--- config.mk ---
export PLATFORM = sky130hd
export DESIGN_NAME = io_debounce
export DESIGN_NICKNAME = d
export VERILOG_FILES = /design/src/rtl/io_debounce.sv
export SDC_FILE = /design/constraint.sdc
export NUM_CORES = 1
export LEC_CHECK = 0
export BUFFER_PORTS_ARGS = -buffer_cell sky130_fd_sc_hd__buf_2
export CAP_MARGIN = 10
export CORE_MARGIN = 10
export CORE_UTILIZATION = 30
export CTS_CLUSTER_SIZE = 30
export DETAILED_ROUTE_END_ITERATION = 8
export PLACE_DENSITY = 0.57
export SETUP_SLACK_MARGIN = 0.3
export SLEW_MARGIN = 20
export SYNTH_ARGS = -nofsm -noshare
export SYNTH_HDL_FRONTEND = slang
export SYNTH_SLANG_ARGS = --single-unit
export TNS_END_PERCENT = 30
--- constraint.sdc ---
create_clock -name clk -period 3.9 [get_ports clk]
set_input_delay 0.78 -clock clk [delete_from_list [all_inputs] [get_ports clk]]
set_output_delay 0.78 -clock clk [all_outputs]
set_load 0.05 [all_outputs]
--- src/rtl/io_debounce.sv ---
// io_debounce: input conditioner for asynchronous pad signals (buttons, DIP switches).
// Each bit is synchronized by two flops, debounced by a stability counter, and
// presented as a clean level. Optional rise/fall/change pulses are compiled in
// when IO_DEBOUNCE_EDGE_EN is defined. Otherwise they are tied to 0.
//
// Parameters:
//   SW - number of input bits
//   DS - idle level and reset value of the synchronizer and output stages
//   CW - debounce counter width
//   DB - stable cycles required before out changes (1 <= DB <= 2**CW-1)
// Ports:
//   clk  - system clock
//   rst  - asynchronous active-high reset
//   in   - raw pad levels, asynchronous to clk
//   out  - debounced levels
//   rise - one-cycle pulse per bit on an out 0->1 transition
//   fall - one-cycle pulse per bit on an out 1->0 transition
//   chg  - registered OR of all rise|fall pulses
module io_debounce #(
  parameter int unsigned SW = 1,
  parameter logic        DS = 1'b0,
  parameter int unsigned CW = 16,
  parameter int unsigned DB = 50000
) (
  input  logic          clk,
  input  logic          rst,
  input  logic [SW-1:0] in,
  output logic [SW-1:0] out,
  output logic [SW-1:0] rise,
  output logic [SW-1:0] fall,
  output logic          chg
);

  localparam logic [CW-1:0] CNT_LAST = CW'(DB - 1);

  logic [SW-1:0] s0;
  logic [SW-1:0] s1;
  logic [SW-1:0] out_q;
  logic [SW-1:0] out_n;
  logic [CW-1:0] cnt   [SW];
  logic [CW-1:0] cnt_n [SW];

  // Two-flop synchronizer with nothing between the stages.
  always_ff @(posedge clk or posedge rst) begin
    if (rst) begin
      s0 <= {SW{DS}};
      s1 <= {SW{DS}};
    end else begin
      s0 <= in;
      s1 <= s0;
    end
  end

  // A bit counts while s1 differs from out, and it restarts whenever the two agree.
  // out follows s1 once the difference has been seen on DB consecutive edges.
  always_comb begin
    out_n = out_q;
    for (int unsigned i = 0; i < SW; i++) begin
      cnt_n[i] = '0;
      if (s1[i] != out_q[i]) begin
        if (cnt[i] == CNT_LAST) begin
          out_n[i] = s1[i];
        end else begin
          cnt_n[i] = cnt[i] + CW'(1);
        end
      end
    end
  end

  always_ff @(posedge clk or posedge rst) begin
    if (rst) begin
      out_q <= {SW{DS}};
      for (int unsigned i = 0; i < SW; i++) begin
        cnt[i] <= '0;
      end
    end else begin
      out_q <= out_n;
      for (int unsigned i = 0; i < SW; i++) begin
        cnt[i] <= cnt_n[i];
      end
    end
  end

  assign out = out_q;

`ifdef IO_DEBOUNCE_EDGE_EN
  logic [SW-1:0] rise_n;
  logic [SW-1:0] fall_n;
  logic [SW-1:0] rise_q;
  logic [SW-1:0] fall_q;
  logic          chg_q;

  // Pulses come from the same next-state term as out, so they line up with the new level.
  always_comb begin
    rise_n = out_n & ~out_q;
    fall_n = ~out_n & out_q;
  end

  always_ff @(posedge clk or posedge rst) begin
    if (rst) begin
      rise_q <= '0;
      fall_q <= '0;
      chg_q  <= 1'b0;
    end else begin
      rise_q <= rise_n;
      fall_q <= fall_n;
      chg_q  <= |(rise_n | fall_n);
    end
  end

  assign rise = rise_q;
  assign fall = fall_q;
  assign chg  = chg_q;
`else
  assign rise = '0;
  assign fall = '0;
  assign chg  = 1'b0;
`endif

endmodule

==> metrics.md, run 1 <==
| Metric | Value |
|---|---|
| Final Wtd Congestion | 0.741 |
| Worst Path Buf+Inv | 1 |
| Root buf cell | clkbuf_4 |
| Period Utilization, post-route | 44.5% |
| Row count | 20 |
| ANT cells | 0 |
| Critical path's top delay family | flip-flops |
| CTS resizes | 0 |
| Status | completed |
| Max Root-Sink Buffers | 2 |
| Via density | 4.39 |
| CP startpoint kind | flop |
| Drt total wl | 1.56 mm |
| # DRC | 0 |
| Slew margin rel. | 54.1% |
| Crit Reg-Reg Endpoint | cnt[4] |
| Area delta synth->final | 7.21% |
| Sum Neg Setup Slack | 0 ns |
| FMAX | 576 MHz |
| GR Util All Layers | 5.48% |
| Crit-path slowest cell | dfrtp_1 |
| Fill count | 331 |
| Ys Warns | 0 |
| Final instance area | 0.00106 mm² |
| Pwr Density | 298 mW/mm² |
| Die Wd | 77.4 µm |
| Crit path capture type | output port |
| Number of enable flip-flop cells after synthesis | 0 |
| Max-Cap Viols | 0 |
| Final net count | 98 |
| CTS Sinks | 19 |
| Setup violations, final | 0 |
| Final Skew | 0.0126 ns |
| Vias in the first global route | 535 |
| First-pass GRT wire length | 2.68 mm |
| Post-Syn Area | 990 µm² |
| Seq/Total Area, Yosys | 48.0% |
| Syn Inst Count | 88 |
| DRT iter0 DRCs | 19 |
| Post-synthesis async set-or-reset flop share | 100% |
| Cells on worst reg2reg path | 5 |
| Min Tclk post-route | 1.74 ns |
| Placed cell count | 133 |
| Most numerous cell in the Yosys netlist | dfrtp_1 |
| Worst R2R Start | cnt[0] |
| CORE AREA | 0.00310 mm² |
| Hold path cells | 0 |
| Actual slew at the worst max-slew pin | 0.688 ns |
| Starting Density | 31.9% |
| Area share of the largest cell type after synthesis | 48.0% |
| Die area | 0.00600 mm² |
| Initial antenna violation count | 0 |
| CTS buffer count | 3 |
| Worst EP required | 3.12 ns |
| Worst hold endpoint | s1 |
| Syn avg cell area | 11.2 µm² |
| Static Leak | 0.440 nW |
| CP Cell Sequence | buf_2 |
| Placed inst area | 0.00103 mm² |
| Seq cells post-synth | 19 |
| HPWL Detailed | 1.15 mm |
| Fin. Hold Viols | 0 |
| Die H | 77.4 µm |
| Area leader, netlist | dfrtp_1 |
| Worst hold path class | flop to flop |
| Worst vdd ir | 0.000164 V |
| Pre-antenna DRT Iters | 4 |
| Post-CTS Hold Fix Bufs | 0 |
| Grt ovf | 0 |
| Worst-path clk slew | 0.11 ns |
| Top cells by area, synth | dfrtp_1, xnor2_1, nor2_1, nor4_4, nor4_2 |
| DR WL/cell | 11.4 µm |
| RSZ-0062 raised after global routing | no |
| Setup bufs post-CTS | 0 |
| Max-slew violation count | 0 |
| CTS H-Tree Depth | 1 |
| HP Start | s0 |
| Critical path class | flop to output port |
| DRT antenna net count | 0 |
| Ratio of cells with drive above 1 in the final layout | 19.4% |
| Finished Layout Cells | 137 |
| Crit-path max FO | 3 |
| Top FF cell, synth | dfrtp_1 |
| Pin count of the biggest net entering global routing | 20 |
| Boundary Pins | 7 |
| Cell variety after synth | 23 |
| R2R setup slack | 2.29 ns |
| Slowest stage delay, CP | 0.39 ns |
| Area of the multi-input gates | 473 µm² |
| Register area | 475 µm² |
| Worst skew pair latency | 0.29 ns |
| Synth top cells by count | dfrtp_1, nor2_1, xnor2_1 |
| PortBufs | 3 |
| CTS tree | done |
| Via count | 601 |
| CP Data Arrival Time | 0.96 ns |
logic make-up (layout without fill, tap and decap cells):
kind of cell	Yosys count	in the layout	synth area share, %
and+or+nand+nor	43	43	31.0
DFF	19	19	48.0
xor gates and xnor gates	15	15	13.3
buffers and inverters	8	11	4.93
adders and majority gates	1	1	1.26
other	1	3	0.379
muxes	1	1	1.14
state kept, by name (all words and copies together), names as in the netlist:
name and flops:
out 1, cnt 16, s0 1, s1 1
stage by stage:
stage / total power, W / hold slack [ns] / util, % / setup slack [ns]
2_1_floorplan: 0.000227 / 0.331 / - / 2.45
6_report: 0.000316 / 0.369 / 34.2 / 2.16
5_1_grt: 0.000335 / 0.379 / 34.2 / 2.10
4_1_cts: 0.000324 / 0.376 / 34.2 / 2.14
3_3_place_gp: 0.000227 / 0.339 / 33.3 / 2.38
3_5_place_dp: 0.000227 / 0.349 / 33.3 / 2.31
worst max-delay path by stage:
stage	end	start	slack, ns	depth (start not counted)
2_1_floorplan	out	cnt[0]	2.45	4
3_3_place_gp	cnt[9]	cnt[0]	2.38	5
3_5_place_dp	cnt[13]	cnt[0]	2.31	5
4_1_cts	out	out	2.14	1
5_1_grt	out	out	2.10	1
6_report	out	out	2.16	1
routing by layer:
| layer | global-route usage [%] | vias up | share of wire [%] |
|---|---|---|---|
| li1 | - | 303 | - |
| met1 | 7.06 | 283 | 47 |
| met2 | 7.69 | 13 | 45 |
| met3 | 1.84 | 2 | 5.0 |
| met4 | 3.28 | 0 | 2.2 |
| met5 | 0 | - | 0 |
layout make-up:
| cell class | instances | area share, % |
|---|---|---|
| clock buffer | 3 | 2.12 |
| tap | 44 | 5.19 |
| inverter | 4 | 1.42 |
| timing repair buffer | 3 | 1.42 |
| clock inverter | 1 | 0.472 |
| sequential | 19 | 44.8 |
| multi-input combinational | 63 | 44.6 |
cells in the final DEF, fill, tap and decap left out, types with 2 or more instances in the layout:
cell / n
clkbuf_4: 3
buf_2: 3
nor4_2: 3
conb_1: 3
nand2_1: 2
nand3_2: 2
inv_1: 4
dfrtp_1: 19
nor4_4: 2
nor3_1: 3
nand4_1: 3
nor4bb_1: 2
nor2_1: 17
xnor2_1: 12
and3_1: 2
nand3_1: 3
xor2_1: 3
power by group:
part / switching, W / internal (W) / leakage [nW]
Combinational: 0.0000145 / 0.00000353 / 0.164
Sequential: 0.00000461 / 0.000200 / 0.258
Clock: 0.0000549 / 0.0000381 / 0.0177
Total: 0.0000739 / 0.000242 / 0.440
Note: power is estimated with default switching activity, not from simulation.
==> run 2: changes to the inputs <==
--- a/config.mk
+++ b/config.mk
@@ -11,7 +11,7 @@
 export CORE_UTILIZATION = 30
 export CTS_CLUSTER_SIZE = 30
 export DETAILED_ROUTE_END_ITERATION = 8
-export PLACE_DENSITY = 0.57
+export PLACE_DENSITY = 0.59
 export SETUP_SLACK_MARGIN = 0.3
 export SLEW_MARGIN = 20
 export SYNTH_ARGS = -nofsm -noshare
==> constraint.sdc (replaced) <==
create_clock -name clk -period 1.5 [get_ports clk]
set_input_delay 0.3 -clock clk [delete_from_list [all_inputs] [get_ports clk]]
set_output_delay 0.3 -clock clk [all_outputs]
set_load 0.05 [all_outputs]
==> run 2 against run 1 <==
Compared with the run above:
- utilization up 7.5 points
- die area stayed put
- critical path depth is 4 higher
- routed wire length grew 27%
- non-clock buffer count rose by 16
- critical endpoint is now cnt[15]
- worst hold slack got worse by 0.26 ns
- cell area rose by 22%
- largest power group unchanged
- sequential cell count unchanged
==> metrics.md, run 2 (synthesis results as in run 1) <==
| Metric | Value |
|---|---|
| Crit path capture type | flop |
| Drt total wl | 1.98 mm |
| Placed inst area | 0.00112 mm² |
| # DRC | 0 |
| CTS buffer count | 3 |
| Max FFs per register | 16 |
| Pwr Density | 671 mW/mm² |
| R2R setup slack | 0.09 ns |
| GR Util All Layers | 6.57% |
| Min Tclk post-route | 1.41 ns |
| Biggest register | cnt |
| DRT antenna net count | 0 |
| Max-Cap Viols | 0 |
| CP Data Arrival Time | 1.60 ns |
| Crit-path max FO | 3 |
| Pin count of the biggest net entering global routing | 13 |
| Worst-path clk slew | 0.11 ns |
| Fill count | 315 |
| Vias in the first global route | 719 |
| Setup violations, final | 0 |
| CTS H-Tree Depth | 1 |
| Core Util, Final | 41.7% |
| CP startpoint kind | flop |
| Worst vdd ir | 0.000465 V |
| Status | completed |
| Final Wtd Congestion | 0.773 |
| Max Root-Sink Buffers | 2 |
| Ratio of cells with drive above 1 in the final layout | 45.5% |
| Most frequent cells in the layout | dfrtp_1, buf_4, xnor2_1 |
| Via density | 4.47 |
| DRT iter0 DRCs | 19 |
| Worst hold path class | input pin to flop |
| Fin. Hold Viols | 0 |
| CTS tree | done |
| Switching power | 0.000219 W |
| RSZ-0062 raised after global routing | yes |
| Initial antenna violation count | 0 |
| Worst skew pair latency | 0.29 ns |
| Worst Setup SP | cnt[12] |
| Min Hold Slack | 0.107 ns |
| Actual slew at the worst max-slew pin | 0.500 ns |
| Crit Reg-Reg Endpoint | cnt[15] |
| Max-slew violation count | 0 |
| CP endpoint | cnt[15] |
| Die area | 0.00600 mm² |
| Commonest non-fill, non-tap cell in the layout | dfrtp_1 |
| Pre-antenna DRT Iters | 4 |
| Worst EP required | 1.69 ns |
| Internal power | 0.000649 W |
| PortBufs | 3 |
| Grt ovf | 0 |
| First-pass GRT wire length | 3.32 mm |
| Die H | 77.4 µm |
| Slew margin rel. | 66.6% |
| Final net count | 115 |
| Final Skew | 0.000737 ns |
| Cells on worst reg2reg path | 5 |
| Sequential Power Share | 61.1% |
| DR WL/cell | 12.8 µm |
| Sw Share | 25.2% |
| CTS Sinks | 19 |
| Worst R2R Start | cnt[12] |
| HPWL Detailed | 1.38 mm |
| Row count | 20 |
| Static Leak | 0.543 nW |
| Comb power frac | 9.5% |
| Final instance area | 0.00129 mm² |
| Root buf cell | clkbuf_4 |
| Area delta synth->final | 30.7% |
| Clk network pwr share | 29.5% |
| Sum Neg Setup Slack | 0 ns |
| Boundary Pins | 7 |
| FMAX | 709 MHz |
| CORE AREA | 0.00310 mm² |
| Period Utilization, post-route | 94.1% |
| Dpl ws | -0.0182 ns |
| Post-route setup slack | 0.0891 ns |
| Starting Density | 31.9% |
| Via count | 689 |
| ANT cells | 0 |
| Critical path class | flop to flop |
| Die Wd | 77.4 µm |
==> run 2: changes by cell type in the layout (fill, tap and decap cells not counted), moves of 2 or more <==
cell,delta
nor2_1,-8
buf_4,+14
nor4bb_2,+2
nor2_2,+8
nor4bb_1,-2
nand2_8,+2
==> run 2: area by class of cell <==
class,count,area (µm²),share of cell area (%)
Inverter,4,15.0,1.16
Clock buffer,3,22.5,1.74
Multi-Input combinational cell,64,578,44.7
Timing Repair Buffer,19,141,10.9
Sequential cell,19,477,36.8
Tap cell,44,55.1,4.26
Clock inverter,1,5.00,0.387
==> run 2: power by group through the flow <==
| stage | Combinational (W) | Sequential [W] | Clock, W |
|---|---|---|---|
| 3_5_place_dp | 0.0000625 | 0.000539 | 0 |
| 2_1_floorplan | 0.0000486 | 0.000541 | 0 |
| 3_3_place_gp | 0.0000621 | 0.000539 | 0 |
| 5_1_grt | 0.0000899 | 0.000532 | 0.000300 |
| 6_report | 0.0000822 | 0.000530 | 0.000256 |
| 4_1_cts | 0.0000738 | 0.000529 | 0.000269 |
==> run 2: how the worst min path moves through the flow <==
stage               slack, ns  start  depth (start not counted)     end
global placement         0.24    rst                          2      s0
global route             0.08     in                          1      s0
CTS                       0.1     in                          1      s0
finish                   0.11     in                          1      s0
detailed placement       0.25    rst                          2  cnt[1]
floorplan                0.25    rst                          1  cnt[0]
==> run 2: stage by stage <==
step | power (W) | instances
after global routing | 0.000921 | 154
after global placement | 0.000601 | 144
final | 0.000868 | 154
after detailed placement | 0.000602 | 144
after CTS | 0.000873 | 154
after floorplan | 0.000590 | 90
==> run 2: critical path: stages (launching register included) <==
cell	delay [ns]
dfrtp_1	0.40
buf_4	0.14
nand4_1	0.21
nor4_4	0.34
xnor2_1	0.18
nor2_2	0.04
==> run 2: timing repair <==
item | 4_1_cts | 5_1_grt
setup buffers | 4 | 0
hold buffers | 1 | 0
pin swaps | 3 | 2
hold endpoints to repair | 7 | 0
cloned | 1 | 0
gates resized for setup | 5 | 16
setup endpoints to repair | 18 | 18
==> run 2: metal layers <==
layer / GRT usage [%] / part of all wire (%)
met1: 8.20 / 46
met2: 10.3 / 49
met3: 2.30 / 4.3
met4: 2.19 / 0
met5: 0 / 0
==> run 3: changes to the inputs <==
--- a/config.mk
+++ b/config.mk
@@ -5,13 +5,13 @@
 export SDC_FILE = /design/constraint.sdc
 export NUM_CORES = 1
 export LEC_CHECK = 0
-export BUFFER_PORTS_ARGS = -buffer_cell sky130_fd_sc_hd__buf_2
 export CAP_MARGIN = 10
 export CORE_MARGIN = 10
 export CORE_UTILIZATION = 30
 export CTS_CLUSTER_SIZE = 30
 export DETAILED_ROUTE_END_ITERATION = 8
-export PLACE_DENSITY = 0.59
+export DONT_BUFFER_PORTS = 1
+export PLACE_DENSITY = 0.57
 export SETUP_SLACK_MARGIN = 0.3
 export SLEW_MARGIN = 20
 export SYNTH_ARGS = -nofsm -noshare
==> run 3 against run 2 <==
Compared with the run above:
- routed wire length is 1.0% higher
- clock power is 6% higher
- worst setup slack worse by 0.065 ns
- combinational power is 5.5% lower
- via count is 2.3% lower
- critical path depth is 1 higher
- maximum frequency is 4.4% lower
- non-clock buffer count is 3 lower
- sequential power hardly changed
- cell area is 4.0% lower
- highest routed layer is now met4
==> metrics.md, run 3 (synthesis results as in run 1) <==
| Metric | Value |
|---|---|
| Boundary Pins | 7 |
| Worst skew pair latency | 0.31 ns |
| DRT iter0 DRCs | 27 |
| Drt total wl | 2.00 mm |
| Starting Density | 31.9% |
| Actual slew at the worst max-slew pin | 0.830 ns |
| RSZ-0062 raised after global routing | yes |
| FMAX | 678 MHz |
| Max-Cap Viols | 0 |
| Sw Share | 26.3% |
| Die area | 0.00600 mm² |
| Crit path capture type | flop |
| Most frequent cells in the layout | dfrtp_1, nor2_1, buf_4 |
| DR WL/cell | 13.2 µm |
| CTS tree | done |
| Initial antenna violation count | 0 |
| Switching power | 0.000231 W |
| Status | completed |
| Final Wtd Congestion | 0.795 |
| CTS H-Tree Depth | 1 |
| CTS buffer count | 3 |
| Pre-antenna DRT Iters | 4 |
| Final net count | 112 |
| # DRC | 0 |
| Max-slew violation count | 0 |
| Root buf cell | clkbuf_4 |
| Worst vdd ir | 0.000559 V |
| Period Utilization, post-route | 98.4% |
| Placed inst area | 0.00112 mm² |
| Area delta synth->final | 25.5% |
| Die H | 77.4 µm |
| CORE AREA | 0.00310 mm² |
| Crit-path slowest cell | dfrtp_1 |
| Setup violations, final | 0 |
| Max Root-Sink Buffers | 2 |
| Internal power | 0.000647 W |
| Grt ovf | 0 |
| Worst-path clk slew | 0.12 ns |
| Via density | 4.46 |
| Commonest non-fill, non-tap cell in the layout | dfrtp_1 |
| Slowest stage delay, CP | 0.41 ns |
| Vias in the first global route | 765 |
| Critical path's top delay family | simple AND/OR/NAND/NOR gates |
| Sequential Power Share | 60.2% |
| Critical path class | flop to flop |
| Worst hold path class | flop to flop |
| Max FFs per register | 16 |
| Final Skew | 0.0124 ns |
| Min Tclk post-route | 1.48 ns |
| Fill count | 321 |
| ANT cells | 0 |
| First-pass GRT wire length | 3.47 mm |
| Pwr Density | 707 mW/mm² |
| CP startpoint kind | flop |
| Sum Neg Setup Slack | 0 ns |
| Fin. Hold Viols | 0 |
| Crit-path max FO | 8 |
| GR Util All Layers | 7.16% |
| Row count | 20 |
| Clk network pwr share | 31.0% |
| Die Wd | 77.4 µm |
| CP Data Arrival Time | 1.68 ns |
| CP Cell Sequence | nor4bb_2 > buf_4 > nand4_1 > buf_6 > nand2_8 > nor2_1 |
| Slew margin rel. | 44.5% |
| Pin count of the biggest net entering global routing | 20 |
| Ratio of cells with drive above 1 in the final layout | 35.5% |
| HPWL Detailed | 1.39 mm |
| DRT antenna net count | 0 |
| Min Hold Slack | 0.369 ns |
| CTS Sinks | 19 |
| Tot Pwr | 0.000879 W |
| Final instance area | 0.00124 mm² |
| Worst EP required | 1.70 ns |
| Via count | 673 |
| Comb power frac | 8.8% |
| Static Leak | 0.507 nW |
| PortBufs | 0 |
| Biggest register | cnt |
| Worst Path Buf+Inv | 2 |
run 3: stage by stage:
stage	setup WS [ns]	std cells	utilization (%)
after floorplan	0.107	90	-
after global placement	0.0489	143	36.2
after detailed placement	-0.0520	143	36.2
after CTS	0.0159	150	38.3
after global routing	-0.0508	151	40.0
final	0.0244	151	40.0
run 3: area by class of cell:
class	count	area (µm²)	area share, %
flip-flops and latches	19	475	38.3
inverters	4	15.0	1.21
well taps	44	55.1	4.43
clock buffers	3	22.5	1.81
repair buffers	16	129	10.4
multi-input cells	64	541	43.5
clock inverters	1	5.00	0.403
run 3: per-layer routing:
layer	part of all wire [%]	global-route usage [%]	routed length, µm
met5	0	0	0
met4	2.1	4.01	42
met3	4.8	2.53	95
met2	49	10.8	976
met1	44	8.66	883
run 3: worst paths after layout:
| kind | startpoint | to | slack [ns] | depth (start not counted) |
|---|---|---|---|---|
| setup / recovery | cnt[12] | cnt[4] | 0.02 | 6 |
| setup reg to reg | cnt[12] | cnt[4] | 0.02 | 6 |
| hold reg to reg | s0 | s1 | 0.37 | 0 |
| min in group asynchronous | rst | cnt[15] | 0.43 | 3 |
| hold / removal | s0 | s1 | 0.37 | 0 |
| max in group asynchronous | rst | cnt[2] | 0.85 | 3 |
run 3: power by group through the flow:
stage | combinational, W | sequential [W] | clock (W)
detailed placement | 0.0000600 | 0.000540 | 0
global placement | 0.0000593 | 0.000539 | 0
global route | 0.0000840 | 0.000531 | 0.000303
floorplan | 0.0000486 | 0.000541 | 0
CTS | 0.0000661 | 0.000530 | 0.000278
finish | 0.0000777 | 0.000529 | 0.000272
run 3: repair_timing:
item | CTS | global route
endpoints found under the hold margin | 19 | 1
setup buffers | 1 | 0
gates resized for setup | 3 | 9
endpoints found under the setup margin | 18 | 18
hold buffers | 1 | 1
pin swaps | 2 | 2
cloned | 1 | 0
